### src/rtl/izz_dequant_stream.sv
// Zigzag dequantiser and ping-pong reorder buffer feeding the 8x8 IDCT.
// Optional MPEG-2 mismatch control: define IZZ_MISMATCH_EN.
module izz_dequant_stream #(
  parameter int WIN  = 12,
  parameter int WLVL = 12,
  parameter int WQ   = 8
) (
  input  logic              clock,
  input  logic              reset_n,
  input  logic [WLVL-1:0]   s_tdata,
  input  logic              s_tvalid,
  output logic              s_tready,
  input  logic              q_we,
  input  logic [5:0]        q_addr,
  input  logic [WQ-1:0]     q_data,
  output logic [WIN*8-1:0]  m_tdata,
  output logic              m_tvalid,
  input  logic              m_tready
);

  localparam int WP = WLVL + WQ + 1;
  localparam logic signed [WP-1:0] MAXV = WP'(2**(WIN-1) - 1);
  localparam logic signed [WP-1:0] MINV = ~MAXV;

  localparam logic [5:0] ZZ [64] = '{
    6'd0,  6'd1,  6'd8,  6'd16, 6'd9,  6'd2,  6'd3,  6'd10,
    6'd17, 6'd24, 6'd32, 6'd25, 6'd18, 6'd11, 6'd4,  6'd5,
    6'd12, 6'd19, 6'd26, 6'd33, 6'd40, 6'd48, 6'd41, 6'd34,
    6'd27, 6'd20, 6'd13, 6'd6,  6'd7,  6'd14, 6'd21, 6'd28,
    6'd35, 6'd42, 6'd49, 6'd56, 6'd57, 6'd50, 6'd43, 6'd36,
    6'd29, 6'd22, 6'd15, 6'd23, 6'd30, 6'd37, 6'd44, 6'd51,
    6'd58, 6'd59, 6'd52, 6'd45, 6'd38, 6'd31, 6'd39, 6'd46,
    6'd53, 6'd60, 6'd61, 6'd54, 6'd47, 6'd55, 6'd62, 6'd63
  };

  typedef enum logic {IDLE, SEND} state_t;

  state_t            r_state;
  state_t            w_state_nxt;
  logic [WQ-1:0]     r_qtab [64];
  logic [WIN-1:0]    r_bank [2][64];
  logic [1:0]        r_full;
  logic              r_wsel;
  logic              r_rsel;
  logic [5:0]        r_wcnt;
  logic [2:0]        r_rrow;

  logic              w_acc;
  logic              w_wlast;
  logic              w_rel;
  logic              w_rlast;
  logic signed [WP-1:0] w_lvl;
  logic signed [WP-1:0] w_q;
  logic signed [WP-1:0] w_prod;
  logic signed [WP-1:0] w_shf;
  logic [WIN-1:0]    w_sat;

  assign s_tready = !r_full[r_wsel];
  assign m_tvalid = (r_state == SEND);
  assign w_acc    = s_tvalid && s_tready;
  assign w_wlast  = w_acc && (r_wcnt == 6'd63);
  assign w_rel    = m_tvalid && m_tready;
  assign w_rlast  = w_rel && (r_rrow == 3'd7);

  // Table read is the registered value, so a same-cycle write is not seen.
  always_comb begin
    w_lvl  = {{(WQ+1){s_tdata[WLVL-1]}}, s_tdata};
    w_q    = {{(WLVL+1){1'b0}}, r_qtab[r_wcnt]};
    w_prod = w_lvl * w_q;
    w_shf  = w_prod >>> 4;
    if (w_shf > MAXV)
      w_sat = MAXV[WIN-1:0];
    else if (w_shf < MINV)
      w_sat = MINV[WIN-1:0];
    else
      w_sat = w_shf[WIN-1:0];
  end

  always_ff @(posedge clock) begin
    if (!reset_n) begin
      for (int i = 0; i < 64; i++)
        r_qtab[i] <= WQ'(16);
    end else if (q_we) begin
      r_qtab[q_addr] <= q_data;
    end
  end

  always_ff @(posedge clock) begin
    if (w_acc)
      r_bank[r_wsel][ZZ[r_wcnt]] <= w_sat;
  end

  always_ff @(posedge clock) begin
    if (!reset_n) begin
      r_wcnt <= '0;
      r_wsel <= 1'b0;
    end else if (w_acc) begin
      r_wcnt <= r_wcnt + 6'd1;
      if (r_wcnt == 6'd63)
        r_wsel <= ~r_wsel;
    end
  end

  // Set and clear never target the same bank: a full bank takes no writes.
  always_ff @(posedge clock) begin
    if (!reset_n) begin
      r_full <= '0;
    end else begin
      if (w_wlast)
        r_full[r_wsel] <= 1'b1;
      if (w_rlast)
        r_full[r_rsel] <= 1'b0;
    end
  end

  always_ff @(posedge clock) begin
    if (!reset_n)
      r_state <= IDLE;
    else
      r_state <= w_state_nxt;
  end

  always_comb begin
    w_state_nxt = r_state;
    unique case (r_state)
      IDLE: if (r_full[r_rsel]) w_state_nxt = SEND;
      SEND: if (w_rlast)        w_state_nxt = IDLE;
      default: w_state_nxt = IDLE;
    endcase
  end

  always_ff @(posedge clock) begin
    if (!reset_n) begin
      r_rrow <= '0;
      r_rsel <= 1'b0;
    end else if (w_rel) begin
      r_rrow <= r_rrow + 3'd1;
      if (r_rrow == 3'd7)
        r_rsel <= ~r_rsel;
    end
  end

`ifdef IZZ_MISMATCH_EN
  logic       r_prun;
  logic [1:0] r_par;

  always_ff @(posedge clock) begin
    if (!reset_n) begin
      r_prun <= 1'b0;
      r_par  <= '0;
    end else if (w_acc) begin
      r_prun <= (r_wcnt == 6'd0) ? w_sat[0] : (r_prun ^ w_sat[0]);
      if (r_wcnt == 6'd63)
        r_par[r_wsel] <= r_prun ^ w_sat[0];
    end
  end
`endif

  always_comb begin
    m_tdata = '0;
    if (r_state == SEND) begin
      for (int c = 0; c < 8; c++)
        m_tdata[c*WIN +: WIN] = r_bank[r_rsel][{r_rrow, 3'(c)}];
`ifdef IZZ_MISMATCH_EN
      // Even coefficient sum: toggle LSB of the last natural coefficient.
      if (r_rrow == 3'd7 && !r_par[r_rsel])
        m_tdata[7*WIN] = ~m_tdata[7*WIN];
`endif
    end
  end

endmodule

### config.mk
export PLATFORM = sky130hd
export DESIGN_NAME = izz_dequant_stream
export DESIGN_NICKNAME = d
export VERILOG_FILES = /design/src/rtl/izz_dequant_stream.sv
export SDC_FILE = /design/constraint.sdc
export NUM_CORES = 2
export LEC_CHECK = 0
export CORE_ASPECT_RATIO = 2
export CORE_UTILIZATION = 45
export CTS_CLUSTER_DIAMETER = 30
export DETAILED_ROUTE_END_ITERATION = 6
export PLACE_DENSITY_LB_ADDON = 0.1
export SLEW_MARGIN = 20
export SYNTH_ARGS = -nofsm -noshare
export SYNTH_HDL_FRONTEND = slang
export SYNTH_SLANG_ARGS = --single-unit
### constraint.sdc
create_clock -name clock -period 22.7 [get_ports clock]
set_input_delay 5.675 -clock clock [delete_from_list [all_inputs] [get_ports clock]]
set_output_delay 5.675 -clock clock [all_outputs]
set_load 0.02 [all_outputs]
==> impl_metrics.ini <==
[routing]
routed_wirelength_um = 222000
routed_via_density = 5.65
antenna_violating_nets_post_route = 0
avgRoutedWirePerCell_um = 29.3
route.detailed.drc = 0
tritonroute_pass_1_iters = 5
drt-initial-drc-count = 2917
num_vias = 42800

[cts]
cts-buffers-inserted = 271
clock-sinks = 2069
cts_root_buffer = clkbuf_16
cts_tree = yes
worst_skew_pair.late_latency_ns = 0.83
holdBufCountCts = 0
clk_transition_reported_paths_ns = 0.06
cts_setup_buffers = 0
clock_tree.htree_level_count = 5
cts.path.max_buffers = 4
postCtsResizedCells = 0

[global_routing]
grtUsageTotal_pct = 23.1
grt_pass1_vias = 46900
grt_start_max_net_pins = 150
grt_antenna_before_repair = 5
grt_pass1_wl_um = 325000
total_gr_overflow = 0

[critical_path]
crit_path_end_kind = register
rrSetupSlack_ns = 10.99
path_cells = clkdlybuf4s50_1, o211ai_1, fa_1, inv_1, fa_1, ha_1, inv_1, fa_1, inv_1, fa_1, a211oi_1, o21bai_1, o21ai_0, nand2_1, xnor2_1, nor4_1, a21oi_2, buf_4, o21ai_4, buf_4
crit_type = in -> reg
worst_setup_path_startpoint = s_tdata[4]
startpoint_type = primary input
r2r_cells = 27
path_common_cell = fa_1
worst-endpoint-required_ns = 23.17
data_arrival_critical_path_ns = 12.67
cpMaxStageDelayCell = buf_4
path_max_fanout = 88
worstReg2RegEnd = r_bank[1][738]
max_stage_delay_ns = 0.78
critPathBufInv = 6
cpLargestDelayFamily = adder cells

[synthesis]
syn_area_per_cell_um2 = 19.3
biggest_area_contributors_in_the_synthesized_netlist = edfxtp_1 70%, mux4_2 17%, and2_1 4.3%, fa_1 1.8%, nor2_1 0.89%
yosysWarningCount = 0
asyncSetResetFlopFracSynth_pct = 0
post_synthesis_sequential_area_ratio_pct = 70.6
mappedNetlistArea_mm2 = 0.0877
postSynthRegisterBits = 2069
synth_edf_count = 2048
synth_top_cell_by_area = edfxtp_1
postSynthCellCount = 4548
netlist-cell-type-count = 58
syn_nets = 4713
postSynth.topFlopCell = edfxtp_1
post-synth-top-area-fraction_pct = 70.1

[placed_design]
globalplace.congestion = 0.814
dpl.hpwl_um = 140000
port_buffers = 128

[cells_and_area]
fillerInstances = 15100
layout-drive-gt1-share_pct = 27.8
areaGrowthSynthToFinish_pct = 15.9
final_cell_mix = 2048 x edfxtp_1, 647 x mux4_2, 609 x and2_1, 276 x clkbuf_16, 179 x buf_4
final_net_count = 5001
mostFrequentLayoutCell = edfxtp_1

[timing]
slew-limit-headroom_pct = 24.4
fin_skew_ns = 0.0624
fin_crit_ns = 12.20
setup_repair_after_global_routing_missed_its_margin = no
finalHoldViolCount = 0
tightest_slew_ns = 1.13
tns_ns = 0
final_max_slew_viol_count = 0
finalSetupViolCount = 0
fmax_mhz = 82.0
min_period_over_period_pct = 53.7

[floorplan]
row_count = 228
die_h_um = 626
coreArea_mm2 = 0.193
die-area_mm2 = 0.197
chipWidth_um = 314
ioPinCount = 129
initial_core_util_pct = 45.4

[min_path]
holdCritPathClass = reg -> reg
hold_path.startpoint = r_full[1]
hold_end = r_full[1]
timing.hold.worst_path_depth = 2

[outcome]
status = finished clean

[run]
max-cap-violations = 0
per-layer routing:
metal  GRT usage (%)  routed length [um]  up-vias
met4            8.07                7630        0
met1            25.2               76600    22900
met2            45.1              129000     1005
li1                -                   -    18600
met5               0                   0        -
met3            2.91                8530      356
state kept, by name, summed over array words and instances, names as in the netlist, named ones only:
signal and count:
r_wsel 1, r_rsel 1, r_bank 1536, r_wcnt 6, m_tvalid 1, r_rrow 3, r_qtab 512, r_full 2
cell families (layout without fill, tap and decap cells):
kind of cell / Yosys count / count (layout) / share of synthesized area (%)
compound gates: 180 / 180 / 1.20
other cells: 0 / 1 / 0
simple gates: 1055 / 1055 / 6.68
xor+xnor: 25 / 25 / 0.250
fa+ha+maj: 134 / 134 / 2.58
buf+inv: 427 / 920 / 1.99
mux: 658 / 658 / 16.7
flops: 2069 / 2069 / 70.6
worst register-to-register path, delay by kind of cell, from the launching register on:
kind            cells  cell delay (ns)
compound gates      6             1.98
xor+xnor            1             0.10
fa+ha+maj           5             2.61
buf+inv             8             2.66
flops               1             0.79
mux                 3             1.89
simple gates        4             1.20
stage by stage:
stage | worst slack [ns] | hold slack (ns) | cells | area, um2 | util, %
2_1_floorplan | 6.74 | 0.468 | 4548 | 87700 | -
6_report | 10.50 | 0.512 | 7572 | 102000 | 52.6
4_1_cts | 10.24 | 0.517 | 7570 | 102000 | 52.6
3_3_place_gp | 9.51 | 0.506 | 7091 | 92700 | 48.0
5_1_grt | 10.03 | 0.553 | 7572 | 102000 | 52.6
3_5_place_dp | 9.39 | 0.505 | 7092 | 92700 | 48.0
how the worst max path moves through the flow:
stage                      to  slack (ns)  cells past startpoint
2_1_floorplan  r_bank[0][104]        6.74                     20
4_1_cts        r_bank[0][177]       10.24                     20
3_3_place_gp   r_bank[0][573]        9.51                     22
3_5_place_dp   r_bank[1][285]        9.39                     20
6_report       r_bank[1][738]       10.50                     20
5_1_grt        r_bank[0][456]       10.03                     20
synthesized netlist by cell type, types with 12 or more instances:
cell type  count
nor2_1       207
a21oi_1       34
inv_1        130
nand2b_1      12
dfxtp_1       21
fa_1          78
buf_2         24
nor3_1        21
o211ai_1      12
buf_6         13
edfxtp_1    2048
o21ai_0       90
nand3_1       20
nand2_1       79
mux4_2       647
or3_1         68
ha_1          56
buf_1         55
xnor2_1       18
clkbuf_1     201
and2_1       609
cell type report:
cell class              count  area (um2)  share of cell area, %
diodes                      1        2.50                0.00246
clock buffers             298        7010                   6.89
well taps                2530        3170                   3.11
repair buffers            311        2690                   2.65
clock inverters           180        1860                   1.83
inverters                 131         494                  0.486
flip-flops and latches   2069       61900                   60.9
multi-input cells        2052       24500                   24.1
Power is left out: the tool's default activity adds up to more than one toggle a clock period on the data nets, which glitch-free logic cannot reach.
